<file path="src/rtl/product_accumulator.sv">
// product_accumulator: sums blocks of signed products into a guard-extended accumulator and presents each block sum on a valid/ready port.
// Build option: define ACC_SAT_EN to clamp the running sum on signed overflow instead of wrapping.
module product_accumulator #(
  parameter int PROD_W  = 64,
  parameter int GUARD_W = 8,
  parameter int LEN_W   = 8
) (
  input  logic                      i_clk,
  input  logic                      i_rst,
  input  logic                      i_clear,
  input  logic [LEN_W-1:0]          i_block_len,
  input  logic                      i_prod_valid,
  input  logic [PROD_W-1:0]         i_prod,
  output logic                      o_prod_ready,
  output logic                      o_acc_valid,
  output logic [PROD_W+GUARD_W-1:0] o_acc,
  output logic                      o_overflow,
  input  logic                      i_acc_ready
);

  localparam int ACC_W = PROD_W + GUARD_W;

  typedef enum logic {
    ST_ACCUM = 1'b0,
    ST_EMIT  = 1'b1
  } state_t;

  state_t             state_q, state_d;
  logic [ACC_W-1:0]   acc_q, acc_d;
  logic [LEN_W-1:0]   count_q, count_d;
  logic [LEN_W-1:0]   len_q, len_d;
  logic               ovf_q, ovf_d;
  logic [ACC_W-1:0]   out_acc_q, out_acc_d;
  logic               out_ovf_q, out_ovf_d;

  logic [ACC_W-1:0]   prod_ext;
  logic [ACC_W-1:0]   sum_raw;
  logic [ACC_W-1:0]   sum_sel;
  logic               add_ovf;
  logic [LEN_W-1:0]   eff_len;
  logic [LEN_W:0]     count_inc;
  logic               last_accept;
  logic               accept;

  assign prod_ext = {{GUARD_W{i_prod[PROD_W-1]}}, i_prod};
  assign sum_raw  = acc_q + prod_ext;
  assign add_ovf  = (acc_q[ACC_W-1] == prod_ext[ACC_W-1]) &&
                    (sum_raw[ACC_W-1] != acc_q[ACC_W-1]);

`ifdef ACC_SAT_EN
  localparam logic [ACC_W-1:0] ACC_MAX = {1'b0, {(ACC_W-1){1'b1}}};
  localparam logic [ACC_W-1:0] ACC_MIN = {1'b1, {(ACC_W-1){1'b0}}};
  // Overflow direction follows the common sign of the two addends.
  assign sum_sel = add_ovf ? (acc_q[ACC_W-1] ? ACC_MIN : ACC_MAX) : sum_raw;
`else
  assign sum_sel = sum_raw;
`endif

  // The first product of a block is checked against the live length, later ones against len_q.
  assign eff_len     = (count_q == '0) ?
                       ((i_block_len == '0) ? LEN_W'(1) : i_block_len) : len_q;
  assign count_inc   = {1'b0, count_q} + (LEN_W+1)'(1);
  assign last_accept = (count_inc == {1'b0, eff_len});
  assign accept      = i_prod_valid && (state_q == ST_ACCUM);

  always_comb begin
    state_d   = state_q;
    acc_d     = acc_q;
    count_d   = count_q;
    len_d     = len_q;
    ovf_d     = ovf_q;
    out_acc_d = out_acc_q;
    out_ovf_d = out_ovf_q;
    if (i_clear) begin
      state_d = ST_ACCUM;
      acc_d   = '0;
      count_d = '0;
      ovf_d   = 1'b0;
    end else begin
      case (state_q)
        ST_ACCUM: begin
          if (accept) begin
            acc_d   = sum_sel;
            count_d = count_inc[LEN_W-1:0];
            ovf_d   = ovf_q | add_ovf;
            if (count_q == '0) begin
              len_d = eff_len;
            end
            if (last_accept) begin
              out_acc_d = sum_sel;
              out_ovf_d = ovf_q | add_ovf;
              state_d   = ST_EMIT;
            end
          end
        end
        ST_EMIT: begin
          if (i_acc_ready) begin
            acc_d   = '0;
            count_d = '0;
            ovf_d   = 1'b0;
            state_d = ST_ACCUM;
          end
        end
        default: state_d = ST_ACCUM;
      endcase
    end
  end

  always_ff @(posedge i_clk or posedge i_rst) begin
    if (i_rst) begin
      state_q   <= ST_ACCUM;
      acc_q     <= '0;
      count_q   <= '0;
      len_q     <= LEN_W'(1);
      ovf_q     <= 1'b0;
      out_acc_q <= '0;
      out_ovf_q <= 1'b0;
    end else begin
      state_q   <= state_d;
      acc_q     <= acc_d;
      count_q   <= count_d;
      len_q     <= len_d;
      ovf_q     <= ovf_d;
      out_acc_q <= out_acc_d;
      out_ovf_q <= out_ovf_d;
    end
  end

  assign o_prod_ready = (state_q == ST_ACCUM);
  assign o_acc_valid  = (state_q == ST_EMIT);
  assign o_acc        = out_acc_q;
  assign o_overflow   = out_ovf_q;

endmodule

</file>
<file path="config.mk">
export PLATFORM = sky130hd
export DESIGN_NAME = product_accumulator
export DESIGN_NICKNAME = d
export VERILOG_FILES = /design/src/rtl/product_accumulator.sv
export SDC_FILE = /design/constraint.sdc
export NUM_CORES = 1
export LEC_CHECK = 0
export CAP_MARGIN = 20
export CELL_PAD_IN_SITES_DETAIL_PLACEMENT = 0
export CELL_PAD_IN_SITES_GLOBAL_PLACEMENT = 1
export CORE_ASPECT_RATIO = 1.25
export CORE_MARGIN = 2
export CORE_UTILIZATION = 25
export CTS_CLUSTER_SIZE = 16
export DETAILED_ROUTE_END_ITERATION = 7
export PLACE_DENSITY_LB_ADDON = 0.1
export SLEW_MARGIN = 10
export SYNTH_ARGS = -nofsm -noshare
export SYNTH_HDL_FRONTEND = slang
export SYNTH_SLANG_ARGS = --single-unit
</file>
<file path="constraint.sdc">
create_clock -name i_clk -period 7.15 [get_ports i_clk]
set_clock_uncertainty 0.1 [all_clocks]
set_input_delay 1.43 -clock i_clk [delete_from_list [all_inputs] [get_ports i_clk]]
set_output_delay 1.43 -clock i_clk [all_outputs]
set_load 0.02 [all_outputs]
</file>
# Yosys cells after proc, flatten, opt, wreduce, memory -nomap -nowiden
# Index checks and enable logic that the tools add are counted.
[op_classes]
n_addsub = 2
n_eq_ne = 5
n_mux = 19
bitwise_logic = 3
n_reduce_logical = 7
[op_table]
columns = ["operator", "count"]
rows = [
  ["two-way mux 72 bit", 3],
  ["one-hot mux 72 bit (2 select lines)", 1],
  ["adder 72 bit", 1],
  ["two-way mux 8 bit", 5],
  ["zero test 8 bit", 2],
  ["one-hot mux 8 bit (2 select lines)", 1],
  ["adder 8 x 1 -> 9 bit (second input constant)", 1],
  ["equality test 9 x 8 -> 1 bit", 1],
  ["AND reduction 4 bit", 2],
  ["two-way mux 1 bit", 7],
  ["one-hot mux 1 bit (2 select lines)", 2],
  ["inequality test 3 x 2 -> 1 bit (second input constant)", 1],
  ["inequality test 3 bit (second input constant)", 1],
  ["logical AND 1 bit", 2],
  ["inverter 1 bit", 2],
  ["AND reduction 2 bit", 1],
  ["equality test 1 bit", 1],
  ["inequality test 1 bit", 1],
  ["OR 1 bit", 1],
]
[totals]
regBits = 163
inputBits = 77
out_inout_bits = 75
elab_cells = 43

# Longest topological paths before layout
# Gate-level depths: netlist (run 1).
[logic_depth]
ltp_word = 8
ltp_mapped = 15
mapped_depth_nobuf = 14

# Least setup slack after synthesis (run 1)
# Ideal clock, no wire load.
[synth_timing]
path_type = "input port to flip-flop"
from = "input port i_prod[0]"
to = "register acc_q[58]"
setup_ns = 0.128
arrival_ns = 4.167
required_time_ns = 6.922
path_slack_ns = 2.755
cell_stages = 14
n_path_buf = 0
cell_sequence = "ha_1 > inv_1 > fa_1 > nor2b_1 > o31ai_1 > a21oi_2 > o21ai_2 > o31a_1 > o21ai_2 > a41oi_1 > o31a_1 > o41ai_2 > xnor2_1 > o21ai_1"
[synth_via]
elab_chain_cells = 4
[synth_lines]
columns = ["item", "line", "rtl"]
rows = [
  ["from (decl)", "13", "input logic [PROD_W-1:0] i_prod,"],
  ["adder 72 bit", "46", "assign sum_raw = acc_q + prod_ext;"],
  ["two-way mux 72 bit", "82", "if (accept) begin"],
  ["one-hot mux 72 bit (2 select lines)", "80", "case (state_q)"],
  ["two-way mux 72 bit", "74", "if (i_clear) begin"],
  ["to (signal assigned)", "112", "acc_q <= '0;"],
  ["to (signal assigned)", "120", "acc_q <= acc_d;"],
  ["to (decl)", "29", "logic [ACC_W-1:0] acc_q, acc_d;"],
]
# Every way passes these cells. The select of a mux whose other input is x is not followed.
# A chain may end at the register's enable or synchronous reset.

# Worst setup path in the final report (run 1)
[layout_timing]
from = "input port i_prod[0]"
to = "register out_acc_q[68], in the netlist o_acc[68]"
[layout_via]
elab_chain_cells = 1
[layout_lines]
columns = ["item", "line", "rtl"]
rows = [
  ["adder 72 bit", "46", ""],
  ["to (signal assigned)", "124", "out_acc_q <= out_acc_d;"],
  ["to (decl)", "33", "logic [ACC_W-1:0] out_acc_q, out_acc_d;"],
]
# Every way passes these cells.

==> results.md, run 1 <==
- largest fanout on the critical path: 5
- ANT cells: 0
- maximum clock frequency: 189 MHz
- sequential fraction of the synthesis area: 0.391
- Cell Chain, Critical Path: clkdlybuf4s50_1 -> ha_1 -> inv_1 -> fa_1 -> nor2b_1 -> o31ai_1 -> a21oi_2 -> o21ai_2 -> o211ai_1 -> and3_1 -> a21o_1 -> a2111oi_0 -> o31ai_1 -> xor2_1 -> mux2_2
- number of fill cells in the layout: 4368
- routed vias: 8627
- CP Data Required Time: 7.39 ns
- Final ANT Viol Nets: 0
- transition time of the tightest slew-check pin: 1.27 ns
- Clock Sinks: 163
- synth cell count leaders: sky130_fd_sc_hd__dfrtp_1, sky130_fd_sc_hd__nand2_1, sky130_fd_sc_hd__a21oi_1
- die boundary width: 187 µm
- normalized max-slew margin: 0.153
- sum of internal, switching and leakage power: 3.73 mW
- Setup TNS: 0 ns
- sequential power share: 0.329
- DRC Markers: 0
- final setup violation count: 0
- WHS: 0.378 ns
- relative contribution of the clock network to total power: 0.250
- share of the synthesized area in the top cell type: 0.389
- number of global-route vias before repair: 9078
- count of endpoints failing hold in the final timing report: 0
- combinational cell fraction of total power: 0.421
- clock transition at the registers of the reported paths: 0.07 ns
- global placer's final weighted congestion: 0.775
- max-slew violation total from the final report: 0
- Placed Instances: 1764
- number of iterations in the first detailed-routing pass: 5
- post-detail-place hpwl: 24.8 mm
- final std cells w/o fill: 1796
- status: finished, final reports clean
- Post-CTS Hold Buffers: 0
- number of enable-type register cells in the synthesized netlist: 0
- max-capacitance violation count: 0
- path category of the worst min-delay check: reg -> reg
- hold path startpoint: o_acc[21]
- Cell variety after synth: 64
- clock tree from TritonCTS: built
- Primary FF master, synth: sky130_fd_sc_hd__dfrtp_1
- endpoint arrival time on the critical path: 5.53 ns
- number of rows in the core area: 83
- Worst setup SP type: input pin
- number of post-CTS setup repair buffers: 0
- die area: 0.0433 mm²
- shortest clock period the worst path allows after layout: 5.29 ns
- most frequent CP cell: sky130_fd_sc_hd__o31ai_1
- Gate Count Post-Synth: 1105
- quantity of I/O buffers inserted on ports: 151
- top area cells in the synthesized netlist: sky130_fd_sc_hd__dfrtp_1, sky130_fd_sc_hd__ha_1, sky130_fd_sc_hd__nand2_1, sky130_fd_sc_hd__a21oi_1, sky130_fd_sc_hd__xnor2_1
- Setup crit start: i_prod[0]
- total of flip-flops plus latches after synthesis: 163
- mean routed wirelength per cell: 18.6 µm
- synthesized cell area: 0.0104 mm²
- via count normalized by instance count: 4.80
- initial antenna violation count: 0
- area taken by multi-input logic gates: 0.00603 mm²
- Non-Filler Cell Area, Final: 0.0131 mm²
- total I/O pin count: 152
- net count reported at finish: 1383
- category of the most critical setup path: in -> reg
- root buffer cell: sky130_fd_sc_hd__clkbuf_16
- DRC marker count from the first detailed-route iteration: 437
- proportion of total power due to net switching: 0.380
- total wirelength of the detailed-routed design: 33.4 mm
- cell with the largest stage delay on the worst path: sky130_fd_sc_hd__a2111oi_0
- max incr delay on CP: 0.83 ns
- post-synth top area cell: sky130_fd_sc_hd__dfrtp_1
- leakage power: 5.84 nW
- Post-synth ARST share: 1.00
- Inserted Clock Buffers: 17
- cell area power density: 286 mW/mm²
- insertion delay of the later-clocked pin in the worst-skew pair: 0.46 ns
- Yosys warning count: 0
- R2R Path Start: acc_q[0]
- Max rail drop VDD: 0.189 mV
- leading cell type by number of instances after synthesis: sky130_fd_sc_hd__dfrtp_1
- post-cts gate resize count: 0
- maximum clock path buffer count: 2
- nature of the critical path endpoint: register
- level count of the clock H-tree: 4
- die height: 232 µm
- register cell area after layout: 0.00408 mm²
- Net Switching: 1.42 mW
- RSZ-0062 raised after global routing: false
- cell internal power dissipation: 2.31 mW
- GRT overflow: 0
- pin count of the biggest net entering global routing: 164
- core area: 0.0411 mm²
- post-synthesis net count: 1256
- wire length of the first global-routing pass: 53.0 mm
- post-route fraction of the period consumed by the critical path: 0.739
- family with the most delay on the worst path: compound AO/OA/AOI/OAI gates
- CP bufs+invs: 2
- Tot GR Track Use: 0.158
- placed standard-cell area: 0.0125 mm²
- fraction of layout instances using a drive strength above 1: 0.0732
- Starting Density: 0.253
- Layout area overhead: 25.3%
- syn_area_per_cell: 9.43 µm²
- reg-to-reg setup timing slack: 2.90 ns
[flip-flops by register name (all words and copies together) (netlist names)]
register / cells
o_acc_valid: 1
count_q: 8
ovf_q: 1
o_overflow: 1
len_q: 8
acc_q: 72
o_acc: 72
[worst reg2reg max path, cell delays in order, from the launching register on]
cell,delay (ns)
sky130_fd_sc_hd__dfrtp_1,0.38
sky130_fd_sc_hd__ha_1,0.28
sky130_fd_sc_hd__inv_1,0.11
sky130_fd_sc_hd__fa_1,0.20
sky130_fd_sc_hd__nor2b_1,0.07
sky130_fd_sc_hd__o31ai_1,0.34
sky130_fd_sc_hd__a21oi_2,0.14
sky130_fd_sc_hd__o21ai_2,0.33
sky130_fd_sc_hd__o211ai_1,0.21
sky130_fd_sc_hd__and3_1,0.28
sky130_fd_sc_hd__a21o_1,0.23
sky130_fd_sc_hd__a2111oi_0,0.83
sky130_fd_sc_hd__o31ai_1,0.18
sky130_fd_sc_hd__xor2_1,0.19
sky130_fd_sc_hd__mux2_2,0.27
[layout make-up]
cell class / instances / area share
timing repair buffer: 157 / 0.122
sequential: 163 / 0.312
clock inverter: 9 / 0.00824
inverter: 28 / 0.00862
tap: 552 / 0.0529
clock buffer: 22 / 0.0348
multi-input combinational: 865 / 0.461
[worst paths after layout]
kind | endpoint | cells past startpoint
hold reg to reg | o_acc[21] | 2
setup / recovery | o_acc[68] | 15
min in group asynchronous | o_acc[15] | 3
max in group asynchronous | acc_q[70] | 3
hold / removal | o_acc[21] | 2
setup reg to reg | o_acc[68] | 14
[routing by layer]
| layer | global-route usage | share of wire | vias to the layer above |
|---|---|---|---|
| met1 | 0.204 | 0.47 | 4179 |
| met3 | 0.0239 | 0.027 | 23 |
| met4 | 0.0471 | 0.016 | 0 |
| met2 | 0.272 | 0.49 | 162 |
| li1 | - | - | 4263 |
| met5 | 0 | 0 | - |
[power by group through the flow]
stage,Combinational [mW],Sequential [mW],Clock (mW)
2_1_floorplan,0.914,1.33,0
3_3_place_gp,1.59,1.25,0
3_5_place_dp,1.59,1.25,0
4_1_cts,1.60,1.23,0.965
5_1_grt,1.73,1.25,0.998
6_report,1.57,1.23,0.932
[per-stage QoR]
| step | worst slack, ns | util |
|---|---|---|
| detailed placement | 1.26 | 0.303 |
| global route | 1.56 | 0.318 |
| global placement | 1.30 | 0.303 |
| floorplan | 1.22 | - |
| finish | 1.86 | 0.318 |
| CTS | 1.75 | 0.317 |
[cell usage in the layout, fill, tap and decap left out, drive strengths merged, types with 24 or more instances in the layout]
cell type / instances
a21o: 24
a21oi: 90
a22o: 37
clkdlybuf4s50: 151
dfrtp: 162
ha: 73
inv: 28
mux2: 45
nand2: 154
nor2: 38
o21ai: 122
xnor2: 50
xor2: 31
[logic make-up (layout without fill, tap and decap cells)]
kind of cell,count (synthesis),in the layout,synth area share
XOR/XNOR,82,82,0.0702
multiplexers,54,54,0.0670
adder cells (fa/ha/maj),74,74,0.0896
AO/OA/AOI/OAI,362,362,0.221
buffers and inverters,77,216,0.0316
flip-flops,163,163,0.391
AND/OR/NAND/NOR,293,293,0.129
(Power assumes the default switching activity.)
==> run 2, diff against run 1 <==
clock period = 5.4 ns   (was 7.15 ns; I/O delays follow)
==> results.md, run 2 (synthesized netlist as in run 1, its figures left out) <==
- status: finished, final reports clean
- post-route fraction of the period consumed by the critical path: 0.869
- path category of the worst min-delay check: reg -> reg
- transition time of the tightest slew-check pin: 0.896 ns, -0.374 ns
- clock transition at the registers of the reported paths: 0.07 ns, about the same
- die height: 232 µm, unchanged
- die boundary width: 187 µm, unchanged
- CP bufs+invs: 2, unchanged
- Worst setup SP type: input pin
- nature of the critical path endpoint: register
- leakage power: 5.88 nW, +0.64%
- global placer's final weighted congestion: 0.791, +2.1%
- insertion delay of the later-clocked pin in the worst-skew pair: 0.46 ns, about the same
- cell area power density: 380 mW/mm², +33%
- setup slack after layout: 0.708 ns, -1.16 ns
- relative contribution of the clock network to total power: 0.257, +0.007
- Cell Chain, Critical Path: clkdlybuf4s50_1 -> ha_1 -> inv_1 -> fa_1 -> nor2b_1 -> o31ai_1 -> a21oi_2 -> o21ai_2 -> o31a_1 -> o21ai_2 -> a41oi_1 -> o31a_1 -> o41ai_2 -> xnor2_1 -> o21ai_1
- number of post-CTS setup repair buffers: 0, unchanged
- pin count of the biggest net entering global routing: 95, -42%
- mean routed wirelength per cell: 18.8 µm, +0.80%
- max-capacitance violation count: 0, unchanged
- ANT cells: 0, unchanged
- total I/O pin count: 152, unchanged
- combinational cell fraction of total power: 0.418, -0.003
- level count of the clock H-tree: 4, unchanged
- normalized max-slew margin: 0.401, +0.248
- Setup TNS: 0 ns, unchanged
- Layout area overhead: 25.9%
- proportion of total power due to net switching: 0.376, -0.00380
- quantity of I/O buffers inserted on ports: 151, unchanged
- net count reported at finish: 1388, +0.36%
- Starting Density: 0.253, unchanged
- endpoint arrival time on the critical path: 4.93 ns, -0.60 ns
- number of rows in the core area: 83, unchanged
- shortest clock period the worst path allows after layout: 4.69 ns
- category of the most critical setup path: in -> reg
- most frequent standard cell in the layout excluding fill and tap cells: sky130_fd_sc_hd__dfrtp_1
- Clock Sinks: 163, unchanged
- CP Data Required Time: 5.64 ns, -1.75 ns
- cell with the largest stage delay on the worst path: sky130_fd_sc_hd__clkdlybuf4s50_1
- maximum clock path buffer count: 2, unchanged
- DRC marker count from the first detailed-route iteration: 398, -8.9%
- maximum clock frequency: 213 MHz
- number of fill cells in the layout: 4393, +0.57%
- GRT overflow: 0, unchanged
- via count normalized by instance count: 4.76, -0.83%
- Max rail drop VDD: 0.270 mV, +43%
- terminating pin of the worst hold path: o_acc[21]
- cell internal power dissipation: 3.11 mW, +35%
- number of iterations in the first detailed-routing pass: 5, unchanged
- core area: 0.0411 mm², unchanged
- number of global-route vias before repair: 9382, +3.3%
- area taken by multi-input logic gates: 0.00603 mm², about the same
- Tot GR Track Use: 0.161, +0.00304
- die area: 0.0433 mm², unchanged
- Inserted Clock Buffers: 17, unchanged
- register cell area after layout: 0.00408 mm², unchanged
- total wirelength of the detailed-routed design: 33.8 mm, +1.1%
- root buffer cell: sky130_fd_sc_hd__clkbuf_16
- DRC Markers: 0, unchanged
- count of endpoints failing hold in the final timing report: 0, unchanged
- R2R Path Start: acc_q[0]
- endpoint of the most critical register-to-register path: acc_q[58]
- fraction of layout instances using a drive strength above 1: 0.0785, +0.00531
- minimum setup slack after placement: 0.190 ns, -1.07 ns
- clock tree from TritonCTS: built
- post-detail-place hpwl: 25.7 mm, +3.6%
- post-cts gate resize count: 0, unchanged
- reg-to-reg setup timing slack: 1.43 ns, -1.47 ns
- top library cells by usage in the layout, fill and taps aside: sky130_fd_sc_hd__dfrtp_1, sky130_fd_sc_hd__nand2_1, sky130_fd_sc_hd__clkdlybuf4s50_1, sky130_fd_sc_hd__a21oi_1, sky130_fd_sc_hd__ha_1
- max-slew violation total from the final report: 0, unchanged
- initial antenna violation count: 0, unchanged
- largest fanout on the critical path: 5, unchanged
- Post-CTS Hold Buffers: 0, unchanged
- routed vias: 8579, -0.56%
- final setup violation count: 0, unchanged
- max incr delay on CP: 0.46 ns, -0.37 ns
- worst hold path stage count: 2, unchanged
- cells on worst reg2reg path: 14, unchanged
- hold path startpoint: o_acc[21]
- sum of internal, switching and leakage power: 4.99 mW, +34%
- family with the most delay on the worst path: compound AO/OA/AOI/OAI gates
- sequential power share: 0.326, -0.003
- wire length of the first global-routing pass: 54.0 mm, +1.9%
- utilization of the core after routing: 0.319, +0.00152
- RSZ-0062 raised after global routing: false
- Final ANT Viol Nets: 0, unchanged
- Net Switching: 1.88 mW, +33%
## run 2: cell types whose count changed in the layout (fill, tap and decap cells not counted), moves of 2 or more
cell | before | now
sky130_fd_sc_hd__clkinv_4 | 2 | 0
sky130_fd_sc_hd__clkbuf_8 | 1 | 5
sky130_fd_sc_hd__clkbuf_1 | 4 | 1
sky130_fd_sc_hd__buf_4 | 4 | 9
## run 2: tightest hold or removal path, cell delays in order, from the launching register on
cell and delay (ns):
sky130_fd_sc_hd__dfrtp_1 0.35, sky130_fd_sc_hd__nand2_1 0.05, sky130_fd_sc_hd__nand2_1 0.05
## run 2: per-layer routing
metal | global-route usage | wire length (µm) | up-vias
met5 | 0 | 0 | -
met4 | 0.0536 | 608 | 0
met3 | 0.0292 | 924 | 25
met2 | 0.285 | 16800 | 124
met1 | 0.196 | 15500 | 4167
li1 | - | - | 4263
## run 2: metrics by stage
stage	hold slack [ns]	std cells	area, µm²
final	0.383	1801	13100
after global routing	0.412	1801	13100
after CTS	0.387	1801	13100
after detailed placement	0.374	1770	12500
after global placement	0.356	1770	12500
after floorplan	0.354	1105	10400
## run 2: final cells by class
class / instances / area share
clock buffers: 23 / 0.0379
clock inverters: 8 / 0.00753
inverters: 28 / 0.00849
multi-input cells: 865 / 0.459
flip-flops and latches: 163 / 0.311
well taps: 552 / 0.0526
repair buffers: 162 / 0.123
## run 2: worst max path at each step
stage | start | end | slack [ns] | depth (start not counted)
floorplan | i_prod[0] | acc_q[58] | 1.35 | 14
global placement | i_prod[0] | acc_q[58] | 0.31 | 15
finish | i_prod[0] | acc_q[58] | 0.71 | 15
global route | i_prod[0] | acc_q[58] | 0.36 | 15
CTS | i_prod[0] | acc_q[58] | 0.69 | 15
detailed placement | i_prod[0] | acc_q[58] | 0.19 | 15
## run 2: power groups by stage
stage	Sequential [mW]	Combinational, mW	Clock [mW]
finish	1.63	2.08	1.28
global route	1.66	2.30	1.37
floorplan	1.76	1.21	0
CTS	1.63	2.12	1.34
global placement	1.65	2.12	0
detailed placement	1.65	2.11	0
==> run 3, diff against run 2 <==
GPL_TIMING_DRIVEN = 0   (was not set)
==> results.md, run 3 (synthesized netlist as in run 1, its figures left out) <==
- GRT busiest layer: met2
- clock tree from TritonCTS: built
- family with the most delay on the worst path: compound AO/OA/AOI/OAI gates
- routed vias: 8763, +2.1%
- Cell Chain, Critical Path: clkdlybuf4s50_1 -> ha_1 -> inv_1 -> fa_1 -> nor2b_1 -> o31ai_1 -> a21oi_2 -> o21ai_2 -> o211ai_1 -> and3_1 -> a21oi_1 -> o31ai_2 -> a221oi_1 -> xnor2_1 -> mux2_2
- maximum clock frequency: 197 MHz, -7.8%
- cell with the largest stage delay on the worst path: sky130_fd_sc_hd__o31ai_2
- DRC Markers: 0, unchanged
- ANT cells: 0, unchanged
- max-capacitance violation count: 0, unchanged
- Inserted Clock Buffers: 17, unchanged
- Layout area overhead: 27.7%
- maximum clock path buffer count: 2, unchanged
- endpoint of the most critical register-to-register path: o_acc[70]
- GRT overflow: 0, unchanged
- CP bufs+invs: 2, unchanged
- quantity of I/O buffers inserted on ports: 151, unchanged
- Clock Sinks: 163, unchanged
- max-slew violation total from the final report: 0, unchanged
- endpoint arrival time on the critical path: 5.34 ns, +0.41 ns
- nature of the critical path endpoint: register
- status: finished, final reports clean
- post-detail-place hpwl: 27.9 mm, +8.6%
- met3 Usage GRT: 0.0304, +0.00121
- total wirelength of the detailed-routed design: 35.3 mm, +4.3%
- post-route fraction of the period consumed by the critical path: 0.942, +0.0734
- number of rows in the core area: 83, unchanged
- level count of the clock H-tree: 4, unchanged
- initial antenna violation count: 0, unchanged
- transition time of the tightest slew-check pin: 0.790 ns, -0.106 ns
- placed standard-cell area: 0.0127 mm², +1.6%
- wire length of the first global-routing pass: 55.4 mm, +2.7%
- cells on worst reg2reg path: 14, unchanged
- Placed Instances: 1813, +2.4%
- category of the most critical setup path: in -> reg
- most frequent standard cell in the layout excluding fill and tap cells: sky130_fd_sc_hd__dfrtp_1
- leakage power: 5.92 nW, +0.67%
- Max rail drop VDD: 0.235 mV, -13%
- clock transition at the registers of the reported paths: 0.07 ns, about the same
- shortest clock period the worst path allows after layout: 5.09 ns, +0.396 ns
- hold path startpoint: len_q[0]
- normalized max-slew margin: 0.473, +0.0721
- Worst setup SP type: input pin
- DRC marker count from the first detailed-route iteration: 328, -18%
- largest fanout on the critical path: 5, unchanged
- CP Data Required Time: 5.65 ns, about the same
- Post-CTS Hold Buffers: 0, unchanged
- die height: 232 µm, unchanged
- worst hold path stage count: 2, unchanged
- final std cells w/o fill: 1844, +2.4%
- max incr delay on CP: 0.56 ns, +0.10 ns
- count of endpoints failing hold in the final timing report: 0, unchanged
- RSZ-0062 raised after global routing: false
- number of post-CTS setup repair buffers: 0, unchanged
- root buffer cell: sky130_fd_sc_hd__clkbuf_16
- die boundary width: 187 µm, unchanged
- mean routed wirelength per cell: 19.1 µm, +1.9%
- via count normalized by instance count: 4.75, -0.24%
- sum of internal, switching and leakage power: 4.96 mW, -0.58%
- Non-Filler Cell Area, Final: 0.0133 mm², +1.4%
- R2R Path Start: acc_q[0]
- Tot GR Track Use: 0.168, +0.00667
- Final ANT Viol Nets: 0, unchanged
- final setup violation count: 0, unchanged
- global placer's final weighted congestion: 0.843, +6.5%
- die area: 0.0433 mm², unchanged
- top library cells by usage in the layout, fill and taps aside: sky130_fd_sc_hd__dfrtp_1, sky130_fd_sc_hd__nand2_1, sky130_fd_sc_hd__clkdlybuf4s50_1, sky130_fd_sc_hd__a21oi_1, sky130_fd_sc_hd__ha_1
- path category of the worst min-delay check: reg -> reg
- fraction of layout instances using a drive strength above 1: 0.0735, -0.00493
- WHS: 0.381 ns, -0.00203 ns
- core area: 0.0411 mm², unchanged
- total I/O pin count: 152, unchanged
- fraction of met2 tracks used by global routing: 0.293, +0.00778
- number of global-route vias before repair: 9303, -0.84%
- Starting Density: 0.253, unchanged
- cell area power density: 373 mW/mm², -2.0%
- insertion delay of the later-clocked pin in the worst-skew pair: 0.46 ns, about the same
- number of iterations in the first detailed-routing pass: 5, unchanged
- terminating pin of the worst hold path: len_q[0]
- routing usage on met1: 0.210, +0.0136
- reg-to-reg setup timing slack: 1.05 ns, -0.38 ns
- Setup TNS: 0 ns, unchanged
- pin count of the biggest net entering global routing: 35, -63%
- net count reported at finish: 1431, +3.1%
[run 3: where the power goes]
| part | total [mW] | internal [mW] | switching, mW |
|---|---|---|---|
| registers | 1.62 | 1.47 | 0.155 |
| clock network | 1.25 | 0.693 | 0.553 |
| logic | 2.09 | 0.903 | 1.19 |
[run 3: per-stage QoR]
step                worst slack, ns  utilization
floorplan                      1.35            -
global placement             -0.509        0.307
detailed placement           -0.503        0.310
CTS                          0.0486        0.324
global route                  0.104        0.324
finish                        0.311        0.324
[run 3: worst max-delay path by stage]
stage / slack [ns] / start / cells past startpoint / endpoint
2_1_floorplan: 1.35 / i_prod[0] / 14 / acc_q[58]
3_3_place_gp: -0.51 / i_prod[0] / 15 / o_acc[70]
3_5_place_dp: -0.50 / i_prod[0] / 15 / o_acc[70]
4_1_cts: 0.05 / i_prod[0] / 15 / o_acc[68]
5_1_grt: 0.10 / i_prod[0] / 15 / o_acc[70]
6_report: 0.31 / i_prod[0] / 15 / o_acc[70]
[run 3: cell type report]
class                   instances  area (µm²)
fillers                      4365       27800
multi-input cells             865        6020
flip-flops and latches        163        4080
repair buffers                156        1610
well taps                     552         691
clock buffers                  20         447
plain buffers                  49         221
clock inverters                11         130
inverters                      28         111
[run 3: routing by layer]
metal,vias to the layer above,part of all wire
met5,-,0
met4,0,0.019
met3,24,0.027
met2,156,0.50
met1,4228,0.46
li1,4355,-
[run 3: timing repair]
item / CTS / global route
cloned: 0 / 0
pin swaps: 0 / 0
setup endpoints to repair: 1 / 2
resized for setup: 1 / 1
[run 3: worst register-to-register path: stages (launching register included)]
cell	delay, ns
sky130_fd_sc_hd__dfrtp_1	0.35
sky130_fd_sc_hd__ha_1	0.37
sky130_fd_sc_hd__inv_1	0.10
sky130_fd_sc_hd__fa_1	0.42
sky130_fd_sc_hd__nor2b_1	0.18
sky130_fd_sc_hd__o31ai_1	0.12
sky130_fd_sc_hd__a21oi_2	0.23
sky130_fd_sc_hd__o21ai_2	0.15
sky130_fd_sc_hd__o211ai_1	0.46
sky130_fd_sc_hd__and3_1	0.36
sky130_fd_sc_hd__a21oi_1	0.14
sky130_fd_sc_hd__o31ai_2	0.56
sky130_fd_sc_hd__a221oi_1	0.22
sky130_fd_sc_hd__xnor2_1	0.21
sky130_fd_sc_hd__mux2_2	0.28
